[config.mk]
export PLATFORM = sky130hd
export DESIGN_NAME = l2_vec_accum
export DESIGN_NICKNAME = d
export VERILOG_FILES = /design/src/rtl/l2_vec_accum.sv
export SDC_FILE = /design/constraint.sdc
export NUM_CORES = 1
export LEC_CHECK = 0
export BUFFER_PORTS_ARGS = -buffer_cell sky130_fd_sc_hd__buf_2
export CAP_MARGIN = 40
export CORE_MARGIN = 2
export CORE_UTILIZATION = 50
export CTS_BUF_LIST = sky130_fd_sc_hd__clkbuf_8
export DETAILED_ROUTE_END_ITERATION = 12
export PLACE_DENSITY_LB_ADDON = 0.3
export SKIP_CTS_REPAIR_TIMING = 1
export SYNTH_ARGS = -nofsm -noshare
export SYNTH_HDL_FRONTEND = slang
export SYNTH_SLANG_ARGS = --single-unit
export TNS_END_PERCENT = 50
[constraint.sdc]
create_clock -name clk -period 5.7 [get_ports clk]
set_clock_uncertainty 0.1 [all_clocks]
set_input_delay 0.855 -clock clk [delete_from_list [all_inputs] [get_ports clk]]
set_output_delay 0.855 -clock clk [all_outputs]
set_load 0.01 [all_outputs]
[src/rtl/l2_vec_accum.sv]
// l2_vec_accum: streaming sum-of-squares over vectors of up to VEC_LEN elements.
// Three stages: S1 registers the element, S2 registers its square, and S3 holds
// the accumulator, the element counter and the result register.
// A pending result that the consumer has not taken freezes the whole pipeline.
// Optional feature macro: L2_VEC_ACCUM_SQRT_EN. When it is defined, each
// terminated sum goes through a bit-serial integer square root before it is
// reported.
module l2_vec_accum #(
    parameter int DATA_W  = 8,
    parameter int VEC_LEN = 16,
    parameter int SIGNED  = 0,
    localparam int ACC_W  = 2*DATA_W + $clog2(VEC_LEN),
    localparam int CNT_W  = $clog2(VEC_LEN+1)
) (
    input  logic              clk,
    input  logic              reset,
    input  logic [DATA_W-1:0] a,
    input  logic              valid_in,
    input  logic              last_in,
    output logic              ready_in,
    output logic [ACC_W-1:0]  f,
    output logic [CNT_W-1:0]  count_out,
    output logic              valid_out,
    input  logic              ready_out
);
    localparam int SQ_W = 2*DATA_W;

    logic [DATA_W-1:0] s1_a_q, s1_a_d;
    logic              s1_v_q, s1_v_d, s1_last_q, s1_last_d;
    logic [SQ_W-1:0]   s2_sq_q, s2_sq_d;
    logic              s2_v_q, s2_v_d, s2_last_q, s2_last_d;
    logic [ACC_W-1:0]  acc_q, acc_d, f_q, f_d, sum;
    logic [CNT_W-1:0]  cnt_q, cnt_d, count_q, count_d;
    logic              valid_out_q, valid_out_d;
    logic [SQ_W-1:0]   sq_w;
    logic              stall, busy, advance, term;

    // The square is formed from the S1 element; a signed square is never negative.
    generate
        if (SIGNED != 0) begin : g_sq_signed
            logic signed [SQ_W-1:0] sq_s;
            assign sq_s = $signed(s1_a_q) * $signed(s1_a_q);
            assign sq_w = sq_s;
        end else begin : g_sq_unsigned
            assign sq_w = SQ_W'(s1_a_q) * SQ_W'(s1_a_q);
        end
    endgenerate

    assign stall     = valid_out_q && !ready_out;
    assign advance   = !stall && !busy;
    assign ready_in  = advance;
    assign f         = f_q;
    assign count_out = count_q;
    assign valid_out = valid_out_q;

`ifdef L2_VEC_ACCUM_SQRT_EN
    localparam int               RW       = 2*((ACC_W+1)/2);
    localparam logic [RW-1:0]    BIT_INIT = RW'(1) << (RW-2);
    localparam logic [0:0]       ST_IDLE  = 1'b0;
    localparam logic [0:0]       ST_BUSY  = 1'b1;

    logic [0:0]    state_q, state_d;
    logic [RW-1:0] rem_q, rem_d, root_q, root_d, bit_q, bit_d, trial, root_nx;

    assign busy = (state_q == ST_BUSY);
`else
    assign busy = 1'b0;
`endif

    // Next-state logic for the pipeline, the accumulator and the result.
    always_comb begin
        s1_a_d      = s1_a_q;
        s1_v_d      = s1_v_q;
        s1_last_d   = s1_last_q;
        s2_sq_d     = s2_sq_q;
        s2_v_d      = s2_v_q;
        s2_last_d   = s2_last_q;
        acc_d       = acc_q;
        cnt_d       = cnt_q;
        f_d         = f_q;
        count_d     = count_q;
        valid_out_d = valid_out_q;
        sum         = acc_q + ACC_W'(s2_sq_q);
        term        = s2_v_q && (s2_last_q || (cnt_q == CNT_W'(VEC_LEN-1)));
`ifdef L2_VEC_ACCUM_SQRT_EN
        state_d     = state_q;
        rem_d       = rem_q;
        root_d      = root_q;
        bit_d       = bit_q;
        trial       = root_q + bit_q;
        root_nx     = root_q >> 1;
`endif
        if (advance) begin
            s1_v_d    = valid_in;
            s1_a_d    = a;
            s1_last_d = last_in;
            s2_v_d    = s1_v_q;
            s2_sq_d   = sq_w;
            s2_last_d = s1_last_q;
            if (s2_v_q) begin
                if (term) begin
                    acc_d = '0;
                    cnt_d = '0;
                end else begin
                    acc_d = sum;
                    cnt_d = cnt_q + CNT_W'(1);
                end
            end
        end
        // Once not stalled, any result on the port has been taken this edge.
        if (!stall) begin
            valid_out_d = 1'b0;
        end
`ifdef L2_VEC_ACCUM_SQRT_EN
        if (advance && term) begin
            state_d = ST_BUSY;
            rem_d   = RW'(sum);
            root_d  = '0;
            bit_d   = BIT_INIT;
            count_d = cnt_q + CNT_W'(1);
        end
        if (busy) begin
            if (rem_q >= trial) begin
                rem_d   = rem_q - trial;
                root_nx = (root_q >> 1) + bit_q;
            end
            root_d = root_nx;
            bit_d  = bit_q >> 2;
            if (bit_q == RW'(1)) begin
                state_d     = ST_IDLE;
                f_d         = ACC_W'(root_nx);
                valid_out_d = 1'b1;
            end
        end
`else
        if (advance && term) begin
            f_d         = sum;
            count_d     = cnt_q + CNT_W'(1);
            valid_out_d = 1'b1;
        end
`endif
    end

    // State registers with synchronous active-low reset.
    always_ff @(posedge clk) begin
        if (!reset) begin
            s1_a_q      <= '0;
            s1_v_q      <= 1'b0;
            s1_last_q   <= 1'b0;
            s2_sq_q     <= '0;
            s2_v_q      <= 1'b0;
            s2_last_q   <= 1'b0;
            acc_q       <= '0;
            cnt_q       <= '0;
            f_q         <= '0;
            count_q     <= '0;
            valid_out_q <= 1'b0;
`ifdef L2_VEC_ACCUM_SQRT_EN
            state_q     <= ST_IDLE;
            rem_q       <= '0;
            root_q      <= '0;
            bit_q       <= '0;
`endif
        end else begin
            s1_a_q      <= s1_a_d;
            s1_v_q      <= s1_v_d;
            s1_last_q   <= s1_last_d;
            s2_sq_q     <= s2_sq_d;
            s2_v_q      <= s2_v_d;
            s2_last_q   <= s2_last_d;
            acc_q       <= acc_d;
            cnt_q       <= cnt_d;
            f_q         <= f_d;
            count_q     <= count_d;
            valid_out_q <= valid_out_d;
`ifdef L2_VEC_ACCUM_SQRT_EN
            state_q     <= state_d;
            rem_q       <= rem_d;
            root_q      <= root_d;
            bit_q       <= bit_d;
`endif
        end
    end
endmodule

==> results.cfg, run 1 <==
[sta]
finalCritPeriodShare = 0.8121
min_period_ns = 4.629
rsz0062_at_grt = no
setup_violations = 0
slew_headroom = 0.3686
finalHoldWorstSlack_ns = 0.3595
hold_viol = 0
setup_ws_ns = 1.071
slew_viol_final = 0
fin_tns_setup_ns = 0
tightest_slew_ns = 0.9232
fmax_mhz = 216.0

[synth]
synthMuxAreaShare = 0.001850
synthXorXnorAreaFrac = 0.03561
ys.flop_type = dfxtp_1
synth_edf_count = 0
synthSimpleGateAreaFrac = 0.2025
synth_fa_ha_area_frac = 0.2035
netlist_instances = 662
synth_top_family_by_area = adder cells
syn_nets = 748
netlist_area_um2 = 5411
async_reset_ff_frac = 0
ys_ff_latch = 78
synth_compound_area_frac = 0.2014
synth_cell_types = 62
yosys_warnings = 0
ys_seq_area_frac = 0.2886
avgSynthCellArea_um2 = 8.174

[clock_tree]
cts_tree = yes
cts_made_buffers = 9
cts-root-buf = clkbuf_8
htreeDepth = 3
clock-sinks = 78
clk_pin_slew_ns = 0.09
cts_buffer_depth = 2
clock_latency_ns = 0.36

[place]
placed_cell_area_um2 = 5685
dp_hpwl_um = 9049
dpl.cell_count = 806
gp_congestion = 0.8570
place_ws_ns = 1.121
portBuffers = 39

[critical_path]
ff2ff_setup_slack_ns = 1.07
crit_required_ns = 5.88
r2r-end = s2_sq_q[14]
reg2regPathDepth = 15
slowest_delay_ns = 0.54
rr_startpoint = s1_a_q[5]
cp_slowest_cell = dfxtp_1
cp.arrival_ns = 4.81
worstSetupPathType = reg2reg
end_kind = flop
cpLargestDelayFamily = adder cells
cp-start-kind = flop
cp_common_cell = fa_1
path_cells = nand2_1 -> inv_1 -> fa_1 -> fa_1 -> inv_1 -> fa_1 -> fa_1 -> inv_1 -> ha_1 -> o21a_1 -> o21a_1 -> and4_1 -> a221oi_1 -> nand4_1 -> o221ai_1
crit_fanout = 12
crit_buf_inv = 3

[cells_and_area]
stdcell_count = 822
multi_input_area_um2 = 3495
mostFrequentLayoutCell = nand2_1
fin_area_um2 = 5864
final_cell_mix = nand2_1 (95), dfxtp_1 (78), a21oi_1 (55)
nFillCells = 969
seq_area_um2 = 1562
syn2layout_area_growth_pct = 8.370
nets = 767
insertedDiodeCount = 0
drive_gt1_frac = 0.1122

[routing]
drc = 0
viasPerCell = 5.676
vias = 4666
wl_per_cell_um = 14.86
drt-total-wl_um = 12210
dr.pass1.iters = 4
detail-route-antenna-nets = 0
drt_iter0_drc = 241

[global_routing]
grt_overflow = 0
grt_start_max_net_pins = 51
grt_pass1_vias = 4498
antenna_found_initial = 0
grt_pass1_wl_um = 21090
grt_usage = 0.2230

[floorplan]
start_util = 0.5195
ios = 40
core_um2 = 10420
rows = 37
die_h_um = 108.0
die_x_um = 108.0
die_area_um2 = 11670

[job]
drv_cap = 0

[worst_hold_path]
holdPathStages = 2
min-delay-start = s1_v_q
hold_end = s2_v_q
hold_path.class = reg2reg

[run_status]
status = finished, final reports clean

[power]
power_density_nw_per_um2 = 204.3
ir_worst_vdd_uv = 123.3
p_leak_nw = 2.645
## flip-flops by register name, indices dropped and copies added (netlist names)
| name | cells |
|---|---|
| count_out | 5 |
| s2_last_q | 1 |
| acc_q | 20 |
| s2_sq_q | 15 |
| cnt_q | 5 |
| valid_out | 1 |
| s1_v_q | 1 |
| s1_a_q | 8 |
| f | 20 |
| s1_last_q | 1 |
| s2_v_q | 1 |
## layout make-up
| class | instances | area share |
|---|---|---|
| Timing Repair Buffer | 44 | 0.04246 |
| Tap cell | 136 | 0.02902 |
| Clock buffer | 9 | 0.02112 |
| Clock inverter | 7 | 0.009388 |
| Inverter | 56 | 0.03584 |
| Sequential cell | 78 | 0.2663 |
| Multi-Input combinational cell | 492 | 0.5959 |
## cell usage after synthesis (12+ instances only)
| library cell | instances | area (µm²) |
|---|---|---|
| and2_1 | 20 | 125.1 |
| xnor2_1 | 14 | 122.6 |
| o21ai_0 | 25 | 125.1 |
| inv_1 | 55 | 206.5 |
| dfxtp_1 | 78 | 1562 |
| ha_1 | 48 | 600.6 |
| nand3_1 | 20 | 100.1 |
| nand4_1 | 13 | 81.33 |
| a31oi_1 | 12 | 75.07 |
| a211oi_1 | 12 | 90.09 |
| fa_1 | 25 | 500.5 |
| nor2_1 | 43 | 161.4 |
| a21oi_1 | 55 | 275.3 |
| nand2_1 | 95 | 356.6 |
| clkbuf_1 | 26 | 97.59 |
## power by group
| group | switching [mW] | internal (mW) |
|---|---|---|
| registers | 0.0174 | 0.565 |
| logic | 0.134 | 0.0895 |
| clock network | 0.230 | 0.163 |
| total | 0.381 | 0.817 |
## tightest hold or removal path, cell delays in order, from the launching register on
cell and delay, ns:
dfxtp_1 0.32, nand2_1 0.05, a21oi_1 0.05
## per-stage QoR
stage	util	power, mW
4_1_cts	0.5630	1.211
3_3_place_gp	0.5428	0.8064
3_5_place_dp	0.5458	0.8171
6_report	0.5630	1.198
2_1_floorplan	-	0.7673
5_1_grt	0.5630	1.266
## worst max-delay path by stage
stage | endpoint | cells after the start | from
CTS | s2_sq_q[14] | 15 | s1_a_q[5]
global placement | s2_sq_q[14] | 15 | s1_a_q[5]
finish | s2_sq_q[14] | 15 | s1_a_q[5]
floorplan | s2_sq_q[14] | 15 | s1_a_q[5]
global route | s2_sq_q[14] | 15 | s1_a_q[5]
detailed placement | s2_sq_q[14] | 15 | s1_a_q[5]
## routing by layer
layer | share of wire | vias to the layer above | routed length, µm | GRT usage
li1 | - | 2336 | - | -
met1 | 0.47 | 2204 | 5783 | 0.3089
met2 | 0.47 | 106 | 5717 | 0.3544
met3 | 0.036 | 20 | 437 | 0.02652
met4 | 0.022 | 0 | 272 | 0.09066
met5 | 0 | - | 0 | 0
## cell families (layout without fill, tap and decap cells)
| logic type | after synthesis | in the layout |
|---|---|---|
| compound gates | 163 | 163 |
| mux | 1 | 1 |
| flops | 78 | 78 |
| buf+inv | 92 | 116 |
| simple gates | 233 | 233 |
| fa+ha+maj | 73 | 73 |
| xor+xnor | 22 | 22 |
Note: power is estimated with default switching activity, not from simulation.
==> run 2: changes to the inputs <==
==> constraint.sdc (replaced) <==
create_clock -name clk -period 4.8 [get_ports clk]
set_clock_uncertainty 0.1 [all_clocks]
set_input_delay 0.72 -clock clk [delete_from_list [all_inputs] [get_ports clk]]
set_output_delay 0.72 -clock clk [all_outputs]
set_load 0.01 [all_outputs]
==> run 2 against run 1 <==
Sequential power rose by 19%. Critical path type unchanged. Highest routed layer unchanged. Largest cell class unchanged. Total power rose by 18%. Worst setup slack worse by 0.90 ns. Combinational power grew 19%. Core utilization about the same. Largest power group unchanged.
==> results.cfg, run 2 (synthesis results as in run 1) <==
[sta]
min_period_ns = 4.633
tightest_slew_ns = 0.9642
finalHoldWorstSlack_ns = 0.3599
finalCritPeriodShare = 0.9653
rsz0062_at_grt = no
setup_violations = 0
slew_headroom = 0.3406
fmax_mhz = 215.8
fin_tns_setup_ns = 0
hold_viol = 0
slew_viol_final = 0

[routing]
route.met2.wl_um = 5849
drc = 0
wl_met1_um = 5621
dr_wl_met3_um = 476
wl_per_cell_um = 14.90
viasPerCell = 5.703
detail-route-antenna-nets = 0
drt-total-wl_um = 12250
dr.pass1.iters = 5
highest_layer = met4
drt_iter0_drc = 296
vias = 4688

[global_routing]
grt_overflow = 0
grt_pass1_vias = 4547
grt_start_max_net_pins = 52
grt_pass1_wl_um = 21290
grt_usage = 0.2286
antenna_found_initial = 0

[cells_and_area]
mostFrequentLayoutCell = nand2_1
drive_gt1_frac = 0.1122
nets = 767
fin_area_um2 = 5863
final_core_util = 0.5629
final_cell_mix = nand2_1 (95), dfxtp_1 (78), a21oi_1 (55)
syn2layout_area_growth_pct = 8.347
insertedDiodeCount = 0

[clock_tree]
htreeDepth = 3
clock_latency_ns = 0.36
cts_buffer_depth = 2
cts_made_buffers = 9
clock-sinks = 78
cts-root-buf = clkbuf_8
cts_tree = yes
clk_pin_slew_ns = 0.09

[floorplan]
start_util = 0.5195
rows = 37
die_x_um = 108.0
core_um2 = 10420
ios = 40
die_area_um2 = 11670
die_h_um = 108.0

[power]
total_power_mw = 1.419
ir_worst_vdd_uv = 184.8
p_leak_nw = 2.645
power_density_nw_per_um2 = 242.1

[critical_path]
end_kind = flop
reg2regPathDepth = 14
crit_required_ns = 4.94
crit_fanout = 12
worstSetupPathType = reg2reg
cp.arrival_ns = 4.77
cp-start-kind = flop

[run_status]
status = finished, final reports clean

[place]
portBuffers = 39
placed_cell_area_um2 = 5682
gp_congestion = 0.8634
dp_hpwl_um = 9118

[worst_hold_path]
holdPathStages = 2
hold_path.class = reg2reg

[job]
drv_cap = 0
[run 2: cell count changes in the layout (fill, tap and decap cells not counted)]
cell / change
inv_6: -2
buf_4: +1
buf_6: -1
clkinv_4: +1
inv_8: +1
[run 2: power by group]
part           internal (mW)  leakage, nW  total [mW]  switching (mW)
registers              0.670        0.634       0.691          0.0203
clock network          0.194       0.0877       0.462           0.268
logic                  0.107         1.92       0.267           0.160
total                  0.971         2.64        1.42           0.448
[run 2: cell type report]
cell class / count / area (µm²)
fillers: 944 / 4553
multi-input cells: 492 / 3495
flip-flops and latches: 78 / 1562
repair buffers: 44 / 245.2
inverters: 56 / 210.2
well taps: 136 / 170.2
clock buffers: 9 / 123.9
clock inverters: 7 / 57.56
[run 2: metal layers]
metal,vias to the layer above,GRT usage
li1,2332,-
met3,22,0.03978
met4,0,0.08974
met1,2230,0.3023
met2,104,0.3729
met5,-,0
[run 2: stage by stage]
| stage | cells | setup slack, ns |
|---|---|---|
| global route | 822 | 0.0003970 |
| floorplan | 662 | 0.3969 |
| global placement | 805 | 0.3754 |
| finish | 822 | 0.1667 |
| CTS | 822 | 0.2004 |
| detailed placement | 806 | 0.2211 |
[run 2: worst max-delay path, cell delays in order, from the launching register on]
cell and delay (ns):
dfxtp_1 0.51, nand2_1 0.16, inv_1 0.09, fa_1 0.45, fa_1 0.55, inv_1 0.06
fa_1 0.50, fa_1 0.54, inv_1 0.04, ha_1 0.33, o21a_1 0.22, o21a_1 0.21
and4_1 0.22, a221oi_1 0.36, o221ai_1 0.18
[run 2: final timing paths]
check | start | to | slack, ns
min reg2reg | acc_q[10] | acc_q[10] | 0.36
max reg2reg | s1_a_q[5] | s2_sq_q[14] | 0.17
min | acc_q[10] | acc_q[10] | 0.36
max | s1_a_q[5] | s2_sq_q[14] | 0.17
==> run 3: changes to the inputs <==
--- a/config.mk
+++ b/config.mk
@@ -7,6 +7,7 @@
 export LEC_CHECK = 0
 export BUFFER_PORTS_ARGS = -buffer_cell sky130_fd_sc_hd__buf_2
 export CAP_MARGIN = 40
+export CORE_ASPECT_RATIO = 1.25
 export CORE_MARGIN = 2
 export CORE_UTILIZATION = 50
 export CTS_BUF_LIST = sky130_fd_sc_hd__clkbuf_8
==> run 3 against run 2 <==
Clock power increased by 29%. Register-to-register slack improved by 0.06 ns. Core utilization is 0.24 points lower. Cell area is 0.98% higher. Critical path depth increased by 1. Worst setup slack improved by 0.063 ns. Sequential share of layout area decreased by 0.17 points. Critical endpoint unchanged. Highest routed layer unchanged.
==> results.cfg, run 3 (synthesis results as in run 1) <==
[place]
portBuffers = 39
gp_congestion = 0.8450
place_ws_ns = 0.2456
dp_hpwl_um = 9358

[floorplan]
ios = 40
die_area_um2 = 11680
rows = 42
start_util = 0.5123
core_um2 = 10560
die_x_um = 97.05
die_h_um = 120.3

[critical_path]
cp.arrival_ns = 4.76
crit_buf_inv = 3
cp_num_cells = 15
path_cells = nand2_1 -> inv_1 -> fa_1 -> fa_1 -> inv_1 -> fa_1 -> fa_1 -> inv_1 -> ha_1 -> o21a_1 -> o21a_1 -> and4_1 -> a221oi_1 -> nand4_1 -> o221ai_1
r2r-end = s2_sq_q[14]
cp_slowest_cell = fa_1
cpLargestDelayFamily = adder cells
end_kind = flop
slowest_delay_ns = 0.55
cp_common_cell = fa_1
worstSetupPathType = reg2reg
ff2ff_setup_slack_ns = 0.23
crit_fanout = 10
cp-start-kind = flop
reg2regPathDepth = 15
crit_required_ns = 4.99
rr_startpoint = s1_a_q[6]

[power]
power_density_nw_per_um2 = 263.3
total_power_mw = 1.559
p_leak_nw = 2.685
ir_worst_vdd_uv = 196.2

[sta]
setup_violations = 0
rsz0062_at_grt = no
fin_tns_setup_ns = 0
fmax_mhz = 218.8
hold_viol = 0
finalCritPeriodShare = 0.9522
setup_ws_ns = 0.2294
slew_headroom = 0.4306
tightest_slew_ns = 0.8325
slew_viol_final = 0
min_period_ns = 4.571

[cells_and_area]
final_cell_mix = nand2_1 (95), dfxtp_1 (74), a21oi_1 (55), inv_1 (55), ha_1 (48)
multi_input_area_um2 = 3495
drive_gt1_frac = 0.1179
mostFrequentLayoutCell = nand2_1
nFillCells = 962
insertedDiodeCount = 0
seq_area_um2 = 1567
final_core_util = 0.5605
nets = 768
syn2layout_area_growth_pct = 9.410

[clock_tree]
cts_buffer_depth = 2
clock_latency_ns = 0.37
cts_tree = yes
cts_made_buffers = 9
htreeDepth = 3
clk_pin_slew_ns = 0.08
cts-root-buf = clkbuf_8
clock-sinks = 78

[routing]
drt_iter0_drc = 181
detail-route-antenna-nets = 0
wl_per_cell_um = 15.51
viasPerCell = 5.839
vias = 4782
dr.pass1.iters = 4
drc = 0
drt-total-wl_um = 12700

[global_routing]
grt_overflow = 0
antenna_found_initial = 0
grt_start_max_net_pins = 36
grt_pass1_wl_um = 21960
grt_usage = 0.2295
grt_pass1_vias = 4793

[worst_hold_path]
hold_end = f[6]
holdPathStages = 2
min-delay-start = f[6]
hold_path.class = reg2reg

[job]
drv_cap = 0

[run_status]
status = finished, final reports clean
==> run 3: cell count changes in the layout (fill, tap and decap cells not counted), sizes merged <==
cell / previous run / this run
bufinv: 0 / 3
clkinv: 4 / 3
buf: 44 / 45
clkinvlp: 2 / 0
==> run 3: layer usage <==
metal / GRT usage / wire length, µm
met2: 0.4071 / 6341
met5: 0 / 0
met3: 0.04451 / 613
met4: 0.09419 / 409
met1: 0.2720 / 5339
==> run 3: worst max-delay path by stage <==
| stage | startpoint | end | slack (ns) |
|---|---|---|---|
| final | s1_a_q[6] | s2_sq_q[14] | 0.23 |
| after global routing | s1_a_q[6] | s2_sq_q[14] | 0.02 |
| after CTS | s1_a_q[1] | s2_sq_q[14] | 0.23 |
| after detailed placement | s1_a_q[5] | s2_sq_q[14] | 0.25 |
| after global placement | s1_a_q[5] | s2_sq_q[14] | 0.34 |
| after floorplan | s1_a_q[5] | s2_sq_q[14] | 0.40 |
==> run 3: final cells by class <==
cell class | instances | share of cell area
Tap cell | 132 | 0.02790
Clock inverter | 7 | 0.01902
Inverter | 56 | 0.03550
Multi-Input combinational cell | 492 | 0.5902
Timing Repair Buffer | 45 | 0.04184
Sequential cell | 78 | 0.2646
Clock buffer | 9 | 0.02092
==> run 3: worst min-delay path, cell delays in order, from the launching register on <==
cell and delay (ns):
dfxtp_1 0.31, nand2_1 0.05, a21oi_1 0.05
==> run 3: through the flow <==
step	hold slack [ns]	cells	instance area, µm²
floorplan	0.3291	662	5411
CTS	0.3623	819	5916
global placement	0.3379	802	5664
finish	0.3598	819	5921
detailed placement	0.3495	803	5679
global route	0.3811	819	5921
==> run 3: report_power, final <==
| part | switching, mW | internal, mW | leakage [nW] |
|---|---|---|---|
| Clock | 0.253 | 0.344 | 0.125 |
| Sequential | 0.0229 | 0.671 | 0.635 |
| Combinational | 0.163 | 0.106 | 1.92 |
